## src/rtl/clk_div_pkg.sv

```systemverilog
`default_nettype none
// ============================================================================
// Module   : clk_div_pkg
// Brief    : Shared defaults and period helper for the multi-channel divider.
// Revision : 1.0  initial release
// ============================================================================
package clk_div_pkg;

    localparam int unsigned C_DEF_PERIOD = 32'd49999999;
    localparam int unsigned C_DEF_HIGH   = 32'd25000000;

    // Period register value for a target output frequency (full period is P+1).
    function automatic int unsigned period_for_hz(input int unsigned clk_hz,
                                                  input int unsigned out_hz);
        return (clk_hz / out_hz) - 32'd1;
    endfunction

endpackage
`default_nettype wire

```

## src/rtl/multi_clock_divider_if.sv

```systemverilog
`default_nettype none
// ============================================================================
// Module   : multi_clock_divider_if
// Brief    : Configuration write bus (valid/ready) for the multi-channel divider.
// Revision : 1.0  initial release
// ============================================================================
interface multi_clock_divider_if #(
    parameter int CHANNELS = 4,
    parameter int CNT_W    = 32
);
    localparam int CH_W = (CHANNELS > 1) ? $clog2(CHANNELS) : 1;

    logic             cfg_valid;
    logic             cfg_ready;
    logic [CH_W-1:0]  cfg_ch;
    logic [CNT_W-1:0] cfg_period;
    logic [CNT_W-1:0] cfg_high;

    modport master (
        output cfg_valid, cfg_ch, cfg_period, cfg_high,
        input  cfg_ready
    );

    modport slave (
        input  cfg_valid, cfg_ch, cfg_period, cfg_high,
        output cfg_ready
    );

endinterface
`default_nettype wire

```

## src/rtl/clk_div_channel.sv

```systemverilog
`default_nettype none
// ============================================================================
// Module   : clk_div_channel
// Brief    : One divider channel: counter, active/shadow config, output flops.
// Revision : 1.0  initial release
// ============================================================================
module clk_div_channel
    import clk_div_pkg::*;
#(
    parameter int               CNT_W      = 32,
    parameter logic [CNT_W-1:0] DEF_PERIOD = CNT_W'(C_DEF_PERIOD),
    parameter logic [CNT_W-1:0] DEF_HIGH   = CNT_W'(C_DEF_HIGH)
) (
    input  wire logic             clk,
    input  wire logic             rst,
    input  wire logic             enable,
    input  wire logic             wr_en,
    input  wire logic [CNT_W-1:0] wr_period,
    input  wire logic [CNT_W-1:0] wr_high,
    output logic                  pend,
    output logic                  div_out,
    output logic                  tick
);

    logic [CNT_W-1:0] r_cnt;
    logic [CNT_W-1:0] r_period;
    logic [CNT_W-1:0] r_high;
    logic [CNT_W-1:0] r_pend_period;
    logic [CNT_W-1:0] r_pend_high;
    logic             r_pend;
    logic             r_div_out;
    logic             r_tick;

    logic             w_wrap;
    logic             w_apply;

    assign w_wrap  = enable & (r_cnt == r_period);
    // Shadow only lands on a period boundary or while idle, so no runt pulses.
    assign w_apply = r_pend & (~enable | w_wrap);

    always_ff @(posedge clk or posedge rst) begin
        if (rst) begin
            r_cnt         <= '0;
            r_period      <= DEF_PERIOD;
            r_high        <= DEF_HIGH;
            r_pend_period <= '0;
            r_pend_high   <= '0;
            r_pend        <= 1'b0;
            r_div_out     <= 1'b0;
            r_tick        <= 1'b0;
        end else begin
            r_cnt     <= (~enable | w_wrap) ? '0 : r_cnt + CNT_W'(1);
            r_div_out <= enable & (r_cnt < r_high);
            r_tick    <= w_wrap;

            if (w_apply) begin
                r_period <= r_pend_period;
                r_high   <= r_pend_high;
            end

            if (wr_en) begin
                r_pend_period <= wr_period;
                r_pend_high   <= wr_high;
            end

            if (w_apply) begin
                r_pend <= 1'b0;
            end else if (wr_en) begin
                r_pend <= 1'b1;
            end
        end
    end

    assign pend    = r_pend;
    assign div_out = r_div_out;
    assign tick    = r_tick;

endmodule
`default_nettype wire

```

## src/rtl/multi_clock_divider.sv

```systemverilog
`default_nettype none
// ============================================================================
// Module   : multi_clock_divider
// Brief    : N independent programmable clock dividers with shared config bus.
// Revision : 1.0  initial release
// ============================================================================
module multi_clock_divider
    import clk_div_pkg::*;
#(
    parameter int               CHANNELS   = 4,
    parameter int               CNT_W      = 32,
    parameter logic [CNT_W-1:0] DEF_PERIOD = CNT_W'(C_DEF_PERIOD),
    parameter logic [CNT_W-1:0] DEF_HIGH   = CNT_W'(C_DEF_HIGH)
) (
    input  wire logic                clk,
    input  wire logic                rst,
    input  wire logic [CHANNELS-1:0] enable,
    multi_clock_divider_if.slave     cfg,
    output logic      [CHANNELS-1:0] div_out,
    output logic      [CHANNELS-1:0] tick
);

    localparam int CH_W    = (CHANNELS > 1) ? $clog2(CHANNELS) : 1;
    localparam int CH_SPAN = 1 << CH_W;

    logic [CHANNELS-1:0] w_pend;
    logic [CH_SPAN-1:0]  w_busy;
    logic                w_accept;

    // Unused channel codes read as not-busy, so out-of-range writes are swallowed.
    always_comb begin
        w_busy                 = '0;
        w_busy[CHANNELS-1:0]   = w_pend;
    end

    assign cfg.cfg_ready = ~w_busy[cfg.cfg_ch];
    assign w_accept      = cfg.cfg_valid & ~w_busy[cfg.cfg_ch];

    generate
        for (genvar i = 0; i < CHANNELS; i++) begin : g_ch
            clk_div_channel #(
                .CNT_W      (CNT_W),
                .DEF_PERIOD (DEF_PERIOD),
                .DEF_HIGH   (DEF_HIGH)
            ) u_channel (
                .clk        (clk),
                .rst        (rst),
                .enable     (enable[i]),
                .wr_en      (w_accept & (cfg.cfg_ch == CH_W'(i))),
                .wr_period  (cfg.cfg_period),
                .wr_high    (cfg.cfg_high),
                .pend       (w_pend[i]),
                .div_out    (div_out[i]),
                .tick       (tick[i])
            );
        end
    endgenerate

endmodule
`default_nettype wire

```

## src/flat_wrapper.sv

```systemverilog
// flat-port wrapper written by rule: the top's interface ports become plain ports
module multi_clock_divider_flat import clk_div_pkg::*;
#(
    parameter int               CHANNELS   = 4,
    parameter int               CNT_W      = 32,
    parameter logic [CNT_W-1:0] DEF_PERIOD = CNT_W'(C_DEF_PERIOD),
    parameter logic [CNT_W-1:0] DEF_HIGH   = CNT_W'(C_DEF_HIGH)
)
  (clk, rst, enable, div_out, tick, cfg_cfg_valid, cfg_cfg_ch, cfg_cfg_period, cfg_cfg_high, cfg_cfg_ready);
  multi_clock_divider_if #(.CHANNELS(CHANNELS), .CNT_W(CNT_W)) cfg_i ();
  input  wire logic clk;
  input  wire logic rst;
  input  wire logic [CHANNELS-1:0] enable;
  output logic      [CHANNELS-1:0] div_out;
  output logic      [CHANNELS-1:0] tick;
  input wire logic [$bits(cfg_i.cfg_valid)-1:0] cfg_cfg_valid;
  input wire logic [$bits(cfg_i.cfg_ch)-1:0] cfg_cfg_ch;
  input wire logic [$bits(cfg_i.cfg_period)-1:0] cfg_cfg_period;
  input wire logic [$bits(cfg_i.cfg_high)-1:0] cfg_cfg_high;
  output wire logic [$bits(cfg_i.cfg_ready)-1:0] cfg_cfg_ready;
  assign cfg_i.cfg_valid = cfg_cfg_valid;
  assign cfg_i.cfg_ch = cfg_cfg_ch;
  assign cfg_i.cfg_period = cfg_cfg_period;
  assign cfg_i.cfg_high = cfg_cfg_high;
  assign cfg_cfg_ready = cfg_i.cfg_ready;
  multi_clock_divider #(.CHANNELS(CHANNELS), .CNT_W(CNT_W), .DEF_PERIOD(DEF_PERIOD), .DEF_HIGH(DEF_HIGH)) u_core (.clk(clk), .rst(rst), .enable(enable), .cfg(cfg_i), .div_out(div_out), .tick(tick));
endmodule
```

## config.mk

```make
export PLATFORM = sky130hd
export DESIGN_NAME = multi_clock_divider_flat
export DESIGN_NICKNAME = d
export VERILOG_FILES = /design/src/rtl/clk_div_pkg.sv /design/src/rtl/multi_clock_divider_if.sv /design/src/rtl/clk_div_channel.sv /design/src/rtl/multi_clock_divider.sv /design/src/flat_wrapper.sv
export SDC_FILE = /design/constraint.sdc
export NUM_CORES = 1
export LEC_CHECK = 0
export ABC_AREA = 1
export BUFFER_PORTS_ARGS = -buffer_cell sky130_fd_sc_hd__buf_2
export CORE_MARGIN = 2
export CORE_UTILIZATION = 50
export CTS_BUF_LIST = sky130_fd_sc_hd__clkbuf_2
export DETAILED_ROUTE_END_ITERATION = 10
export PLACE_DENSITY = 0.66
export SETUP_SLACK_MARGIN = 0.15
export SLEW_MARGIN = 5
export SYNTH_ARGS = -nofsm -noshare
export SYNTH_HDL_FRONTEND = slang
export SYNTH_SLANG_ARGS = --single-unit
export TNS_END_PERCENT = 100
```

## constraint.sdc

```tcl
create_clock -name clk -period 45 [get_ports clk]
set_input_delay 2.25 -clock clk [delete_from_list [all_inputs] [get_ports clk]]
set_output_delay 2.25 -clock clk [all_outputs]
set_load 0.02 [all_outputs]
```

======== After elaboration in Yosys (flattened, before gate mapping) ========
Index checks and enable logic that the tools add are counted.
storage, ports and cells
  register bits after elaboration ......... 652
  input port bits ......................... 73
  output and inout port bits .............. 9
operators by class
  add/subtract/negate cells ............... 4
  reduce and logical (&&, ||, !) cells .... 5
  $lt $le $gt $ge ......................... 5
  muxes and demuxes ....................... 14
  bitwise operators ....................... 26
  equal/unequal tests ..................... 7
operator list
  cell                                                        count
  adder 32 x 1 -> 32 bit, second input constant               4
  equality test 32 bit                                        4
  less-than comparator 32 bit                                 4
  2-to-1 mux 32 bit                                           4
  bitwise AND 1 bit                                           17
  2-to-1 mux 1 bit                                            9
  nonzero test 2 bit                                          4
  inverter 1 bit                                              5
  equality test 2 bit, second input constant                  2
  bitwise OR 1 bit                                            4
  less-than comparator 2 x 3 -> 1 bit, second input constant  1
  binary-select mux 1 bit (select 2 bit)                      1
  equality test 2 x 1 -> 1 bit, second input constant         1
  logical NOT 2 bit                                           1

======== Depth between registers and ports, before layout ========
Gate-level depths: netlist (run 1).
  depth after elaboration ................. 7
  mapped depth ............................ 13
  depth with buffers taken out ............ 12

======== By module ========
A second synthesis (run 1) with hierarchy kept.
unflattened totals
  cell total of the unflattened synthesis .. 3,466
  area total of the unflattened synthesis .. 32,326.0 µm²
modules (own cells, without submodules)
  module                                           area an instance (µm²)  cells an instance  times used
  clk_div_channel at u_core.g_ch[0].u_channel ...  8,052.7                 860                3
  clk_div_channel at u_core.g_ch[1].u_channel      8,066.5                 865                1
  multi_clock_divider                              101.3                   21                 1

======== Worst setup path after synthesis (run 1) ========
Ideal clock, no wire load.
  path kind ............................... input to output
  start point ............................. input port cfg_cfg_ch[0]
  end point ............................... output port cfg_cfg_ready
  arrival ................................. 2,675 ps
  required time ........................... 42,750 ps
  stages .................................. 4
  setup slack ............................. 40,075 ps
  cell sequence ........................... inv_2 > nor2_1 > o21ai_1 > o21ai_4
between the ends
  longest elaborated chain between the ends .. 3
RTL lines
  element                                 line                       source
  from (decl)                             flat_wrapper.sv:17         input wire logic [$bits(cfg_i.cfg_ch)-1:0] cfg_cfg_ch;
  binary-select mux 1 bit (select 2 bit)  multi_clock_divider.sv:36  assign cfg.cfg_ready = ~w_busy[cfg.cfg_ch];
  2-to-1 mux 1 bit (implied by the code)  multi_clock_divider.sv:36
  inverter 1 bit                          multi_clock_divider.sv:36
  to (decl)                               flat_wrapper.sv:20         output wire logic [$bits(cfg_i.cfg_ready)-1:0] cfg_cfg_ready;
No other way between the ends. The select of a mux whose other input is x is not followed.

==> results of run 1 <==
==> final cells by class <==
class | count | area (um2)
fill | 6180 | 28700
sequential | 652 | 16500
multi-input combinational | 2635 | 13200
inverter | 372 | 1400
clock buffer | 279 | 1400
tap | 846 | 1060
timing repair buffer | 105 | 586
clock inverter | 36 | 163
antenna | 5 | 12.5
==> layer usage <==
metal  track usage [%]  vias up  wire, um
met3              8.04      142      8220
li1                  -    12500         -
met4              11.5       14      2450
met1              38.3    12000     39800
met5                 0        -        82
met2              38.9      821     36800
==> worst paths after layout <==
kind / start / end / slack [ns] / depth (start not counted)
setup / recovery: rst / u_core.g_ch[0].u_channel.r_pend_period[18] / 38.94 / 7
hold / removal: u_core.g_ch[2].u_channel.r_high[19] / u_core.g_ch[2].u_channel.r_high[19] / 0.47 / 2
setup reg to reg: u_core.g_ch[3].u_channel.pend / u_core.g_ch[2].u_channel.r_pend_high[25] / 41.61 / 8
hold reg to reg: u_core.g_ch[2].u_channel.r_high[19] / u_core.g_ch[2].u_channel.r_high[19] / 0.47 / 2
max in group clk: u_core.g_ch[3].u_channel.pend / cfg_cfg_ready / 39.49 / 5
min in group asynchronous: rst / u_core.g_ch[3].u_channel.r_high[25] / 1.08 / 2
==> cell usage after synthesis (all sizes together) <==
cell / instances / area (um2)
nor3b: 5 / 42.5
clkbuf: 32 / 120
dfrtp: 532 / 13300
or2: 7 / 43.8
a211o: 4 / 35.0
dfstp: 120 / 3150
a21oi: 79 / 395
mux2i: 4 / 40.0
nand3b: 2 / 15.0
nand2: 1221 / 4620
buf: 125 / 714
ha: 128 / 1600
nor2: 290 / 1120
o21bai: 3 / 22.5
a211oi: 4 / 30.0
o21ai: 277 / 1400
nor3: 89 / 480
nand2b: 1 / 6.26
a31oi: 7 / 43.8
nor4b: 2 / 17.5
o21a: 5 / 37.5
nand4: 38 / 263
o211ai: 3 / 22.5
nand3: 291 / 1470
xnor2: 105 / 920
o32ai: 1 / 8.76
and3: 5 / 31.3
inv: 372 / 1400
nor4: 9 / 56.3
xor2: 55 / 482
==> registers in the layout (all words and copies together) (netlist names) <==
name                                 count
u_core.g_ch.u_channel.r_cnt            128
u_core.g_ch.u_channel.r_pend_high      128
u_core.g_ch.u_channel.r_period         128
u_core.g_ch.u_channel.tick               4
u_core.g_ch.u_channel.div_out            4
u_core.g_ch.u_channel.r_high           128
u_core.g_ch.u_channel.r_pend_period    128
u_core.g_ch.u_channel.pend               4
==> power by group through the flow <==
stage                     logic, uW  registers, uW  clock network [uW]
after floorplan                 296            839                   0
after global placement          365            865                   0
after detailed placement        379            866                   0
after CTS                       379            857                 430
after global routing            441            877                 460
final                           376            859                 418
==> layout by cell type, fill, tap and decap left out, types with 5 or more instances in the layout <==
cell	synthesis	routed
a21oi_1	79	79
a31oi_1	7	7
and3_1	5	5
buf_2	100	81
buf_4	18	24
clkbuf_2	0	279
clkinv_1	0	26
dfrtp_1	532	528
dfstp_2	120	120
diode_2	0	5
ha_1	128	128
inv_1	368	367
inv_2	4	12
nand2_1	1210	1210
nand2_2	10	7
nand3_1	289	289
nand4_1	34	34
nor2_1	281	281
nor2_2	7	7
nor3_1	82	82
nor3_2	7	7
nor4_1	9	9
o21a_1	5	5
o21ai_0	17	17
o21ai_1	259	259
or2_2	6	6
xnor2_1	105	105
xor2_1	55	55
==> metrics by stage <==
stage	power (uW)	utilization, %	hold WS (ns)
global route	1780	54.4	0.475
detailed placement	1240	51.9	0.453
CTS	1670	54.4	0.452
finish	1650	54.4	0.465
global placement	1230	51.9	0.451
floorplan	1130	-	0.442
==> cell families after synthesis <==
kind of cell | count (synthesis)
simple gates | 1960
flops | 652
buf+inv | 529
compound gates | 383
xor+xnor | 160
fa+ha+maj | 128
mux | 4
==> worst max-delay path, stage by stage <==
cell and delay (ns):
buf_2 0.13, inv_8 0.52, buf_4 0.77, buf_4 0.83, buf_4 0.94, buf_4 0.80, buf_4 0.82
==> flow_summary_export.csv, run 1 <==
group,metric,value,unit
clocking,root_buffer,"clkbuf_2",
min_path,worstHoldPathType,"flop to flop",
routing,wire_per_inst,17.7,um
sta,period_minus_slack,6.06,ns
power_and_ir_drop,clkPwrFrac,25.3,%
power_and_ir_drop,combPwrFrac,22.7,%
yosys,synth_top_family_by_area,"simple AND/OR/NAND/NOR gates",
power_and_ir_drop,p_int,1080,uW
placement,dp.cells,4610,
yosys,synth_cell_types,44,
clocking,clock_sinks,652,
routing,viasPerCell,5.17,
clocking,numCtsBuffers,169,
floorplan,pin_count,82,
floorplan,die_w,257,um
finish,finalNonFillerCells,4930,
placement,pre_cts_ws,37.37,ns
routing,totalWireLength,87300,um
global_routing,grt_pass1_wl,137000,um
clocking,postCtsHoldBufs,0,
yosys,synth_mux_area_share,0.126,%
finish,final_area,34300,um2
floorplan,dieHeight,257,um
global_routing,antenna_found_initial,8,
global_routing,grt_max_degree,127,
yosys,synth_fa_ha_area_share,5.02,%
floorplan,die-area,65800,um2
setup_path,crit_type,"input pin to async pin",
power_and_ir_drop,ir_worst_vdd,26.0,uV
finish,layout-drive-gt1-share,13.8,%
clocking,cts_tree,"done",
clocking,clk_pin_slew_worst_paths,0.09,ns
sta,worstMarginPinSlew,1.04,ns
clocking,postCtsSetupBuffers,0,
routing,dr.pass1.iters,7,
yosys,synth_seq_cells,652,
setup_path,start_kind,"input pin",
power_and_ir_drop,p_per_area,48.2,nW/um2
yosys,synth_cells,3816,
routing,num_vias,25500,
clocking,clk_latency,1.32,ns
clocking,h-tree-depth,4,
power_and_ir_drop,p_seq_share,52.0,%
setup_path,worst_ep_arrival_time,7.32,ns
global_routing,gr-total-overflow,0,
setup_path,worst_setup_path_end_kind,"async pin",
sta,hold_viol_final,0,
sta,rsz0062_at_grt,"false",
yosys,synth-simple-area-share,25.6,%
flow_run,maxCapViolations,0,
clocking,post_cts_resized,0,
sta,setup_tns,0,ns
placement,post-dp-hpwl,56900,um
yosys,syn-cell-area,31900,um2
routing,initialDrtViolationCount,2238,
setup_path,path_max_fanout,126,
sta,post-route-period-util,13.5,%
sta,setup_ws,38.94,ns
yosys,yosysWarnings,0,
setup_path,critPathRequiredTime,46.26,ns
sta,relSlewSlack,30.5,%
sta,setup-violations-final,0,
clocking,clk_path_buf_depth,3,
sta,fmax,165,MHz
run_status,status,"finished, final reports clean",
routing,drtAntennaViolNets,0,
sta,clock_skew,0.0983,ns
floorplan,rows,92,
finish,nNetsFinal,4136,
placement,gp_congestion,0.915,
floorplan,coreArea,63100,um2
global_routing,grt_pass1_vias,24300,
placement,detailed_place.area,32800,um2
power_and_ir_drop,power_leakage,0.0172,uW
placement,portBuffers,81,
yosys,synth-compound-area-share,6.25,%
yosys,ys_seq_area_share,51.6,%
yosys,synth_xor_area_share,4.39,%
finish,area_delta_synth_final,7.66,%
sta,final-max-slew-violation-count,0,
power_and_ir_drop,power_switching,576,uW
routing,drc,0,
yosys,synth_nets,4017,
global_routing,grt_usage,27.1,%
floorplan,initial_core_util,50.6,%
power_and_ir_drop,switching_share,34.8,%
yosys,synth_area_per_cell,8.36,um2
No activity file was read; power rests on OpenSTA's default activity.
==> run 2, diff against run 1 <==
--- a/config.mk
+++ b/config.mk
@@ -11,7 +11,7 @@
 export CORE_UTILIZATION = 50
 export CTS_BUF_LIST = sky130_fd_sc_hd__clkbuf_2
 export DETAILED_ROUTE_END_ITERATION = 10
-export PLACE_DENSITY = 0.66
+export PLACE_DENSITY = 0.69
 export SETUP_SLACK_MARGIN = 0.15
 export SLEW_MARGIN = 5
 export SYNTH_ARGS = -nofsm -noshare
==> constraint.sdc (replaced) <==
create_clock -name clk -period 5.5 [get_ports clk]
set_input_delay 0.275 -clock clk [delete_from_list [all_inputs] [get_ports clk]]
set_output_delay 0.275 -clock clk [all_outputs]
set_load 0.02 [all_outputs]
==> run 2 against run 1 <==
Die area stayed put. Via count is 4.5% higher. Final area up 4.9%. Utilization rose by 2.7 points. Clock power grew to 8.6 times the previous value. First-iteration DRC count rose by 5.5%. Sequential power rose to 8.2 times the previous value. Register-to-register slack lost 39 ns. Clock skew is 0.0086 ns higher. Hold slack worse by 0.31 ns. Critical endpoint is now cfg_cfg_ready. Highest routed layer unchanged.
==> flow_summary_export.csv, run 2 (synthesized netlist as in run 1, its figures left out) <==
group,metric,value,unit
run_status,status,"finished, final reports clean",
sta,final-max-slew-violation-count,0,
setup_path,worst_setup_path_end_kind,"output pin",
clocking,clk_pin_slew_worst_paths,0.13,ns
setup_path,reg2regPathDepth,7,
setup_path,critPathRequiredTime,5.22,ns
sta,post-route-period-util,52.4,%
sta,hold_viol_final,0,
sta,worstMarginPinSlew,1.09,ns
min_path,worstHoldPathType,"input pin to flop",
sta,period_minus_slack,2.88,ns
setup_path,cp_slowest_cell,"dfrtp_2",
min_path,hold_depth,4,
finish,layout_common_cells,"nand2_1, dfrtp_1, inv_1, nand3_1, nor2_1",
setup_path,cpLargestDelayFamily,"flip-flops",
clocking,h-tree-depth,4,
clocking,post_cts_resized,0,
routing,initialDrtViolationCount,2360,
placement,pre_cts_ws,2.66,ns
routing,viasPerCell,5.23,
floorplan,die_w,257,um
clocking,cts_tree,"done",
global_routing,grt_pass1_wl,145000,um
setup_path,crit_type,"flop to output pin",
sta,setup-violations-final,0,
finish,layout-drive-gt1-share,13.3,%
power_and_ir_drop,ir_worst_vdd,230,uV
setup_path,r2r-start,"u_core.g_ch[2].u_channel.pend",
floorplan,pin_count,82,
floorplan,die-area,65800,um2
clocking,numCtsBuffers,169,
min_path,hp-start,"enable[3]",
routing,totalWireLength,92400,um
setup_path,r2r-end,"u_core.g_ch[2].u_channel.r_pend_high[0]",
placement,gp_congestion,0.866,
sta,worst_hold_slack,0.158,ns
power_and_ir_drop,design_power_total,13900,uW
routing,num_vias,26600,
placement,portBuffers,81,
setup_path,path_buf_inv,1,
power_and_ir_drop,power_leakage,0.0179,uW
sta,fmax,347,MHz
sta,clock_skew,0.107,ns
global_routing,grt_usage,28.6,%
sta,relSlewSlack,27.6,%
setup_path,cp_num_cells,4,
routing,drtAntennaViolNets,0,
floorplan,rows,92,
setup_path,r2r_slack,2.62,ns
setup_path,worst_ep_arrival_time,2.60,ns
finish,final_common_cell,"nand2_1",
global_routing,grt_max_degree,178,
clocking,clock_sinks,652,
floorplan,coreArea,63100,um2
setup_path,start_kind,"flop",
global_routing,antenna_found_initial,5,
finish,area_delta_synth_final,13.0,%
routing,wire_per_inst,18.1,um
min_path,worstHoldEndpoint,"u_core.g_ch[3].u_channel.r_cnt[20]",
clocking,clk_path_buf_depth,3,
clocking,clk_latency,1.45,ns
clocking,root_buffer,"clkbuf_2",
setup_path,path_cells,"nor2_1 > a21oi_1 > o21ai_4 > buf_2",
setup_path,path_max_fanout,5,
sta,rsz0062_at_grt,"false",
setup_path,critPathMaxStageDelay,0.47,ns
routing,drc,0,
finish,nNetsFinal,4288,
global_routing,gr-total-overflow,0,
global_routing,grt_pass1_vias,26100,
floorplan,initial_core_util,50.6,%
sta,setup_ws,2.62,ns
floorplan,dieHeight,257,um
flow_run,maxCapViolations,0,
routing,dr.pass1.iters,9,
placement,post-dp-hpwl,57500,um
power_and_ir_drop,p_per_area,385,nW/um2
## run 2: changes by cell type in the layout (fill, tap and decap cells not counted)
cell / change
inv_8: -1
dlygate4sd3_1: +150
clkinv_2: +5
diode_2: +7
inv_2: -2
buf_12: +6
buf_4: -4
clkinvlp_4: +2
clkinv_4: +2
bufinv_16: +3
clkbuf_2: -12
clkinv_1: +4
## run 2: layout make-up
class                           count  area, um2
Clock inverter                     49        310
Antenna cell                       12       30.0
Timing Repair Buffer              257       2180
Clock buffer                      267       1340
Multi-Input combinational cell   2635      13200
Fill cell                        5819      27100
Sequential cell                   652      16500
Inverter                          372       1400
Tap cell                          846       1060
## run 2: repair_timing
item | in CTS | in global routing
hold buffers | 152 | 0
setup buffers | 0 | 0
hold endpoints to repair | 1255 | 0
## run 2: per-stage QoR
stage | area [um2] | utilization (%) | cells | TNS (ns)
2_1_floorplan | 31900 | - | 3816 | -2040.33
3_3_place_gp | 32800 | 52.0 | 4610 | 0
3_5_place_dp | 32800 | 52.0 | 4610 | 0
4_1_cts | 36000 | 57.1 | 5078 | 0
5_1_grt | 36000 | 57.1 | 5088 | 0
6_report | 36000 | 57.1 | 5090 | 0
## run 2: per-layer routing
metal	vias to the layer above	routed length (um)	track usage, %
met5	-	10	0
met4	2	3520	12.9
met3	231	7840	7.10
met2	988	40700	42.4
met1	12600	40300	39.6
li1	12800	-	-
## run 2: worst max path at each step
stage	start	end	slack, ns
6_report	u_core.g_ch[2].u_channel.pend	cfg_cfg_ready	2.62
5_1_grt	u_core.g_ch[2].u_channel.pend	u_core.g_ch[2].u_channel.r_pend_high[4]	2.44
4_1_cts	u_core.g_ch[2].u_channel.pend	cfg_cfg_ready	2.51
3_5_place_dp	cfg_cfg_ch[1]	u_core.g_ch[2].u_channel.r_pend_high[2]	2.66
3_3_place_gp	cfg_cfg_ch[1]	u_core.g_ch[2].u_channel.r_pend_high[12]	2.74
2_1_floorplan	rst	u_core.g_ch[0].u_channel.div_out	-3.59
## run 2: power by group
group          total (uW)  internal (uW)  switching [uW]
sequential           7050           6240             811
clock                3580           1480            2100
combinational        3230           1300            1930
total               13900           9020            4840
## run 2: worst reg2reg max path, cell delays in order, from the launching register on
cell and delay [ns]:
dfrtp_2 0.47, nor2_1 0.10, a21oi_1 0.07, o21ai_4 0.31, nand4_4 0.81, buf_4 0.69, nand2_1 0.17, o21ai_1 0.10
